File: src/rtl/fetch_seq_ctrl.sv
// Fetch sequencer: owns the PC, fetches from a combinational instruction
// memory into a 2-entry {pc, instr} buffer, and serves decode via valid/ready.
// Redirects flush the buffer and retarget the PC; halt_req stops new fetches.
module fetch_seq_ctrl #(
   parameter logic [31:0] RESET_PC = 32'h0000_0000
) (
   input  logic        clk,
   input  logic        reset,
   output logic [29:0] imem_addr,
   input  logic [31:0] imem_rdata,
   input  logic        redirect_valid,
   input  logic [31:0] redirect_pc,
   input  logic        halt_req,
   output logic        if_valid,
   output logic [31:0] if_pc,
   output logic [31:0] if_instr,
   input  logic        id_ready,
   output logic        halted
);

   typedef enum logic [1:0] {
      ST_BOOT = 2'd0,
      ST_RUN  = 2'd1,
      ST_HALT = 2'd2
   } state_t;

   state_t           state_q, state_d;
   logic [31:0]      pc_q, pc_d;
   logic [1:0][31:0] buf_pc_q, buf_pc_d;
   logic [1:0][31:0] buf_instr_q, buf_instr_d;
   logic             wptr_q, wptr_d;
   logic             rptr_q, rptr_d;
   logic [1:0]       count_q, count_d;
   logic             push, pop;
   logic             unused_redirect_lsbs;

   // Word-aligned redirect targets: the low bits carry no information.
   assign unused_redirect_lsbs = ^redirect_pc[1:0];

   // Outputs derived purely from registered state.
   always_comb begin
      imem_addr = pc_q[31:2];
      if_valid  = (count_q != 2'd0);
      if_pc     = if_valid ? buf_pc_q[rptr_q]    : '0;
      if_instr  = if_valid ? buf_instr_q[rptr_q] : '0;
      halted    = (state_q == ST_HALT) && (count_q == 2'd0);
   end

   // Next-state: FSM, PC, buffer pointers/count and tail write.
   always_comb begin
      pop  = if_valid & id_ready & ~redirect_valid;
      push = (state_q == ST_RUN) & ~halt_req & ~redirect_valid &
             ((count_q < 2'd2) | ((count_q == 2'd2) & pop));

      state_d     = state_q;
      pc_d        = pc_q;
      buf_pc_d    = buf_pc_q;
      buf_instr_d = buf_instr_q;
      wptr_d      = wptr_q;
      rptr_d      = rptr_q;
      count_d     = count_q;

      // Redirect leaves RUN/HALT untouched; BOOT always moves on.
      case (state_q)
         ST_BOOT: state_d = ST_RUN;
         ST_RUN:  if (!redirect_valid && halt_req)  state_d = ST_HALT;
         ST_HALT: if (!redirect_valid && !halt_req) state_d = ST_RUN;
         default: state_d = ST_BOOT;
      endcase

      if (redirect_valid) begin
         pc_d    = {redirect_pc[31:2], 2'b00};
         wptr_d  = 1'b0;
         rptr_d  = 1'b0;
         count_d = 2'd0;
      end else begin
         // When full and popping, the tail slot equals the head being freed.
         if (push) begin
            buf_pc_d[wptr_q]    = pc_q;
            buf_instr_d[wptr_q] = imem_rdata;
            wptr_d              = ~wptr_q;
            pc_d                = pc_q + 32'd4;
         end
         if (pop) begin
            rptr_d = ~rptr_q;
         end
         count_d = count_q + {1'b0, push} - {1'b0, pop};
      end
   end

   // State registers with asynchronous reset.
   always_ff @(posedge clk or posedge reset) begin
      if (reset) begin
         state_q     <= ST_BOOT;
         pc_q        <= RESET_PC;
         buf_pc_q    <= '0;
         buf_instr_q <= '0;
         wptr_q      <= 1'b0;
         rptr_q      <= 1'b0;
         count_q     <= 2'd0;
      end else begin
         state_q     <= state_d;
         pc_q        <= pc_d;
         buf_pc_q    <= buf_pc_d;
         buf_instr_q <= buf_instr_d;
         wptr_q      <= wptr_d;
         rptr_q      <= rptr_d;
         count_q     <= count_d;
      end
   end

   // Buffer occupancy can never exceed its two entries.
   always_ff @(posedge clk) begin
      assert (count_q <= 2'd2);
   end

endmodule

File: config.mk
export PLATFORM = sky130hd
export DESIGN_NAME = fetch_seq_ctrl
export DESIGN_NICKNAME = d
export VERILOG_FILES = /design/src/rtl/fetch_seq_ctrl.sv
export SDC_FILE = /design/constraint.sdc
export NUM_CORES = 1
export LEC_CHECK = 0
export CAP_MARGIN = 20
export CELL_PAD_IN_SITES_DETAIL_PLACEMENT = 0
export CELL_PAD_IN_SITES_GLOBAL_PLACEMENT = 1
export CORE_ASPECT_RATIO = 1.4
export CORE_UTILIZATION = 43
export DETAILED_ROUTE_END_ITERATION = 6
export GPL_TIMING_DRIVEN = 1
export PLACE_DENSITY_LB_ADDON = 0.1
export SYNTH_ARGS = -nofsm -noshare
export SYNTH_HDL_FRONTEND = slang
export SYNTH_SLANG_ARGS = --single-unit
File: constraint.sdc
create_clock -name clk -period 10.5 [get_ports clk]
set_input_delay 2.1 -clock clk [delete_from_list [all_inputs] [get_ports clk]]
set_output_delay 2.1 -clock clk [all_outputs]
set_load 0.02 [all_outputs]
==> flow_summary.yaml, run 1 <==
clocking:
  postCtsHoldBufs: 0
  root_buffer: "clkbuf_16"
  cts_num_sinks: 160
  post-cts-setup-buffers: 0
  insertion_delay_ps: 420
  clk_pin_slew_worst_paths_ps: 60
  cts_inserted_buffers: 17
  cts_tree: "built"
  h-tree-depth: 4
  clock_path_buffers: 2
  cts_resized: 0
floorplanning:
  pin_count: 165
  dieWidth_microns: 114
  rows: 57
  start_util: 0.438
  die_y_microns: 159
  core_area_sq_um: 17300
  die_area_sq_um: 18100
critical_path:
  r2r_start: "count_q[0]$_DFF_PP0_"
  path_cells: "nor2_4 -> buf_4 -> nor2_1 -> clkdlybuf4s50_1"
  cp-end-kind: "output pin"
  worst-setup-path-type: "flip-flop to output pin"
  path_depth: 4
  worstPathBufferInverterCount: 2
  cp-startpoint: "count_q[1]$_DFF_PP0_"
  max_stage_delay_ps: 580
  worstPathMaxFanout: 50
  cp.arrival_ps: 2570
  reg2regPathDepth: 6
  critPathRequiredTime_ps: 8400
  start_kind: "flip-flop"
  slowest_stage: "buf_4"
  path_delay_family: "buffers and inverters"
synthesis:
  netlist_area_sq_um: 7570
  synthTopCellsByArea: "dfrtp_1, mux2_2, mux2i_1, nor2_1, nand2_1"
  yosysWarnings: 0
  syn_inst: 649
  synth_largest_area_cell: "dfrtp_1"
  synthDominantCellAreaShare: 0.529
  synthDistinctLibCells: 45
  synth.ff_latch_count: 160
  yosysSeqAreaShare: 0.529
  avgSynthCellArea_sq_um: 11.7
route:
  viasPerCell: 5.25
  routed_wl_microns: 17900
  wl_per_cell_microns: 17.1
  final_antenna_net_count: 0
  post-route-drc-count: 0
  num_vias: 5488
  drtIter0Drc: 204
  drt_pass1_iterations: 4
timing:
  tns_ps: 0
  finalSetupViolations: 0
  period_share: 0.445
  finClkSkew_ps: 13.0
  rsz0062_at_grt: "false"
  tightest_slew_ps: 1000
  max_freq_mhz: 214
  finalMaxSlewViolations: 0
  finalCriticalPeriod_ps: 4670
  hold_violations: 0
  relSlewSlack: 0.329
power_and_ir_drop:
  vdd_drop_max_mv: 0.125
  clkPwrFrac: 0.263
  p_per_area_nw_per_um2: 259
  p_sw_frac: 0.314
  internal_power_mw: 1.78
  p_sw_mw: 0.817
  p_comb_frac: 0.339
  seqPwrFrac: 0.398
  power_mw: 2.60
  p_leak_nw: 4.15
grt:
  grt_overflow: 0
  grt_max_degree: 95
  grt_antenna_before_repair: 0
  grt_pass1_wl_microns: 29600
  track_usage: 0.210
  grt_pass1_vias: 5799
finish:
  num-nets-final: 869
  antennaDiodeCount: 0
  layout-drive-gt1-share: 0.198
  seqCellArea_sq_um: 4010
  area_delta_synth_final_pct: 32.8
  layout_common_cells: "dfrtp_1, clkdlybuf4s50_1, mux2_2, nor2_1, mux2i_1"
  fillCellCount: 1527
  multi_input_area_sq_um: 3390
placement:
  io_buffers: 160
  place_congestion: 0.757
  dpl.hpwl_microns: 11600
hold_path:
  holdPathStages: 1
  holdCritPathClass: "flip-flop to flip-flop"
  hp-start: "state_q[0]$_DFFE_PP0P_"
status:
  status: "finished clean"
job:
  max-cap-violations: 0
final cells by class:
class / count / area share
inverters: 10 / 0.00423
flip-flops and latches: 160 / 0.399
well taps: 236 / 0.0294
repair buffers: 166 / 0.165
multi-input cells: 442 / 0.337
clock buffers: 19 / 0.0451
clock inverters: 12 / 0.0204
registers in the layout (all words and copies together), names as in the netlist:
register and flops:
state_q 2, buf_pc_q 60, pc_q 30, rptr_q 1, count_q 2, wptr_q 1
buf_instr_q 64
routing by layer:
metal	vias up	wire, microns	global-route usage
met5	-	0	0
met4	0	221	0.0638
met3	15	821	0.0533
met2	142	9640	0.377
met1	2754	7240	0.243
li1	2577	-	-
worst reg2reg max path: stages, from the launching register on:
cell and delay, ps:
dfrtp_1 420, nand2b_1 200, a2111oi_4 400, inv_2 270
nor2_4 370, buf_4 660, mux2_2 510
cell usage after synthesis (all sizes together):
cell     count
a2111oi      1
a21o         2
a21oi        5
a221o        1
a31o         1
a31oi        3
a32oi        1
a41oi        2
and2         2
and3         3
and4         1
buf         17
clkbuf      21
conb         1
dfrtp      160
ha           3
inv         10
mux2       121
mux2i       64
nand2       47
nand2b       4
nand3       19
nand3b       1
nand4        9
nor2        79
nor2b        2
nor3         6
nor4         4
o211ai       6
o21ai       28
o22ai        1
o311a        1
o311ai       4
or3          2
or4          4
xnor2        4
xor2         9
metrics by stage:
step                area (sq um)  setup WS [ps]  std cells   util  hold slack [ps]
floorplan                   7570           4080        650      -              432
detailed placement          9390           5490       1014  0.544              472
CTS                        10100           5750       1045  0.582              480
finish                     10100           5830       1045  0.582              484
global placement            9370           5530       1013  0.543              447
global route               10100           5670       1045  0.582              498
power by group through the flow:
stage                     Clock [mW]  Combinational, mW  Sequential, mW
after floorplan                    0              0.596            1.00
after global placement             0              0.855            1.04
after detailed placement           0              0.894            1.05
after CTS                      0.699              0.898            1.04
after global routing           0.727              0.958            1.07
final                          0.683              0.882            1.03
cells by family after synthesis:
logic type	count (synthesis)	synth area share
XOR/XNOR	13	0.0150
multiplexers	185	0.265
AO/OA/AOI/OAI	56	0.0486
buffers and inverters	48	0.0266
other	1	0.000496
adder cells (fa/ha/maj)	3	0.00496
AND/OR/NAND/NOR	183	0.110
flip-flops	160	0.529
path summary, 6_finish.rpt:
check / to / slack (ps)
max in group asynchronous: buf_instr_q[16]$_DFFE_PP0P_ / 6870
min in group asynchronous: buf_instr_q[63]$_DFFE_PP0P_ / 2230
setup / recovery: if_pc[2] / 5830
hold / removal: state_q[0]$_DFFE_PP0P_ / 480
hold reg to reg: state_q[0]$_DFFE_PP0P_ / 480
setup reg to reg: buf_instr_q[26]$_DFFE_PP0P_ / 7560
(Power assumes the default switching activity.)
==> run 2, diff against run 1 <==
--- a/config.mk
+++ b/config.mk
@@ -9,7 +9,7 @@
 export CELL_PAD_IN_SITES_DETAIL_PLACEMENT = 0
 export CELL_PAD_IN_SITES_GLOBAL_PLACEMENT = 1
 export CORE_ASPECT_RATIO = 1.4
-export CORE_UTILIZATION = 43
+export CORE_UTILIZATION = 36
 export DETAILED_ROUTE_END_ITERATION = 6
 export GPL_TIMING_DRIVEN = 1
 export PLACE_DENSITY_LB_ADDON = 0.1
==> constraint.sdc (replaced) <==
create_clock -name clk -period 4.2 [get_ports clk]
set_input_delay 0.84 -clock clk [delete_from_list [all_inputs] [get_ports clk]]
set_output_delay 0.84 -clock clk [all_outputs]
set_load 0.02 [all_outputs]
==> flow_summary.yaml, run 2 (same netlist as run 1, synthesis figures left out) <==
finish:
  area_delta_synth_final_pct: 33.4
  design_area_sq_um: 10100
  top_register: "buf_instr_q"
  reg_top3: "buf_instr_q: 64 flops, buf_pc_q: 60 flops, pc_q: 30 flops"
  layout-drive-gt1-share: 0.203
  largest_register_ffs: 64
  layout_common_cells: "dfrtp_1, clkdlybuf4s50_1, mux2_2, nor2_1, mux2i_1"
  antennaDiodeCount: 0
  num-nets-final: 874
hold_path:
  holdPathStages: 1
  hp-start: "state_q[0]$_DFFE_PP0P_"
  holdCritPathClass: "flip-flop to flip-flop"
  hold_end: "state_q[0]$_DFFE_PP0P_"
route:
  post-route-drc-count: 0
  num_vias: 5463
  routed_wl_microns: 18800
  wl_per_cell_microns: 17.6
  drtIter0Drc: 131
  final_antenna_net_count: 0
  drt_pass1_iterations: 5
  viasPerCell: 5.11
critical_path:
  r2r_start: "count_q[0]$_DFF_PP0_"
  r2r_slack_ps: 1590
  reg2regPathDepth: 6
  cp-end-kind: "output pin"
  start_kind: "flip-flop"
  critPathRequiredTime_ps: 3360
  cp.arrival_ps: 2500
  worstReg2RegEnd: "buf_pc_q[7]$_DFFE_PP0P_"
  worst-setup-path-type: "flip-flop to output pin"
  worstPathMaxFanout: 29
status:
  status: "finished clean"
floorplanning:
  rows: 62
  die_y_microns: 174
  dieWidth_microns: 125
  start_util: 0.368
  pin_count: 165
  die_area_sq_um: 21600
  core_area_sq_um: 20600
clocking:
  cts_num_sinks: 160
  cts_tree: "built"
  insertion_delay_ps: 410
  cts_inserted_buffers: 17
  h-tree-depth: 4
  post-cts-setup-buffers: 0
  cts_resized: 0
  postCtsHoldBufs: 0
  clock_path_buffers: 2
  clk_pin_slew_worst_paths_ps: 60
  root_buffer: "clkbuf_16"
power_and_ir_drop:
  p_sw_frac: 0.320
  vdd_drop_max_mv: 0.252
  power_mw: 6.42
  clkPwrFrac: 0.250
  seqPwrFrac: 0.402
  internal_power_mw: 4.37
  p_leak_nw: 4.15
  p_sw_mw: 2.06
  p_per_area_nw_per_um2: 636
  p_comb_frac: 0.347
placement:
  io_buffers: 160
  place_congestion: 0.731
  placed_area_sq_um: 9470
  dpl.hpwl_microns: 12300
timing:
  finalMaxSlewViolations: 0
  max_freq_mhz: 299
  period_share: 0.796
  relSlewSlack: 0.339
  rsz0062_at_grt: "false"
  holdWs_ps: 466
  finalCriticalPeriod_ps: 3340
  finClkSkew_ps: 9.02
  tightest_slew_ps: 991
  tns_ps: 0
  hold_violations: 0
  finalSetupViolations: 0
grt:
  grt_pass1_wl_microns: 30900
  grt_antenna_before_repair: 0
  grt_pass1_vias: 5857
  grt_max_degree: 161
  track_usage: 0.180
  grt_overflow: 0
job:
  max-cap-violations: 0
## run 2: worst max-delay path by stage
stage / start / depth (start not counted) / slack (ps) / endpoint
final: rptr_q$_DFFE_PP0P_ / 4 / 860 / if_instr[16]
after detailed placement: id_ready / 7 / 720 / buf_pc_q[7]$_DFFE_PP0P_
after CTS: rptr_q$_DFFE_PP0P_ / 4 / 800 / if_instr[16]
after global placement: id_ready / 7 / 750 / buf_pc_q[13]$_DFFE_PP0P_
after floorplan: reset / 1 / 1330 / buf_instr_q[0]$_DFFE_PP0P_
after global routing: rptr_q$_DFFE_PP0P_ / 4 / 710 / if_instr[16]
## run 2: routing by layer
| layer | global-route usage | vias to the layer above | wire (microns) |
|---|---|---|---|
| met4 | 0.0462 | 0 | 189 |
| li1 | - | 2592 | - |
| met1 | 0.217 | 2728 | 8210 |
| met3 | 0.0352 | 13 | 642 |
| met5 | 0 | - | 0 |
| met2 | 0.325 | 130 | 9740 |
## run 2: per-stage QoR
stage / utilization / setup WS [ps] / instances
floorplan: - / 1330 / 650
detailed placement: 0.461 / 718 / 1039
global placement: 0.461 / 750 / 1039
global route: 0.491 / 709 / 1070
finish: 0.491 / 858 / 1070
CTS: 0.491 / 804 / 1070
## run 2: cell type report
| class | instances | area, sq um |
|---|---|---|
| timing repair buffer | 171 | 1720 |
| clock inverter | 11 | 153 |
| inverter | 10 | 41.3 |
| tap | 256 | 320 |
| clock buffer | 20 | 467 |
| sequential | 160 | 4010 |
| multi-input combinational | 442 | 3390 |
| fill | 1879 | 10500 |
## run 2: worst max-delay path: stages, from the launching register on
cell and delay [ps]:
dfrtp_4 810, buf_4 410, mux2i_1 130, nor2_1 120, clkdlybuf4s50_1 610
## run 2: power groups by stage
stage          clock network [mW]  registers, mW  logic (mW)
3_3_place_gp                    0           2.57        2.23
6_report                     1.61           2.58        2.23
2_1_floorplan                   0           2.50        1.49
4_1_cts                      1.65           2.59        2.28
5_1_grt                      1.72           2.68        2.43
3_5_place_dp                    0           2.62        2.27
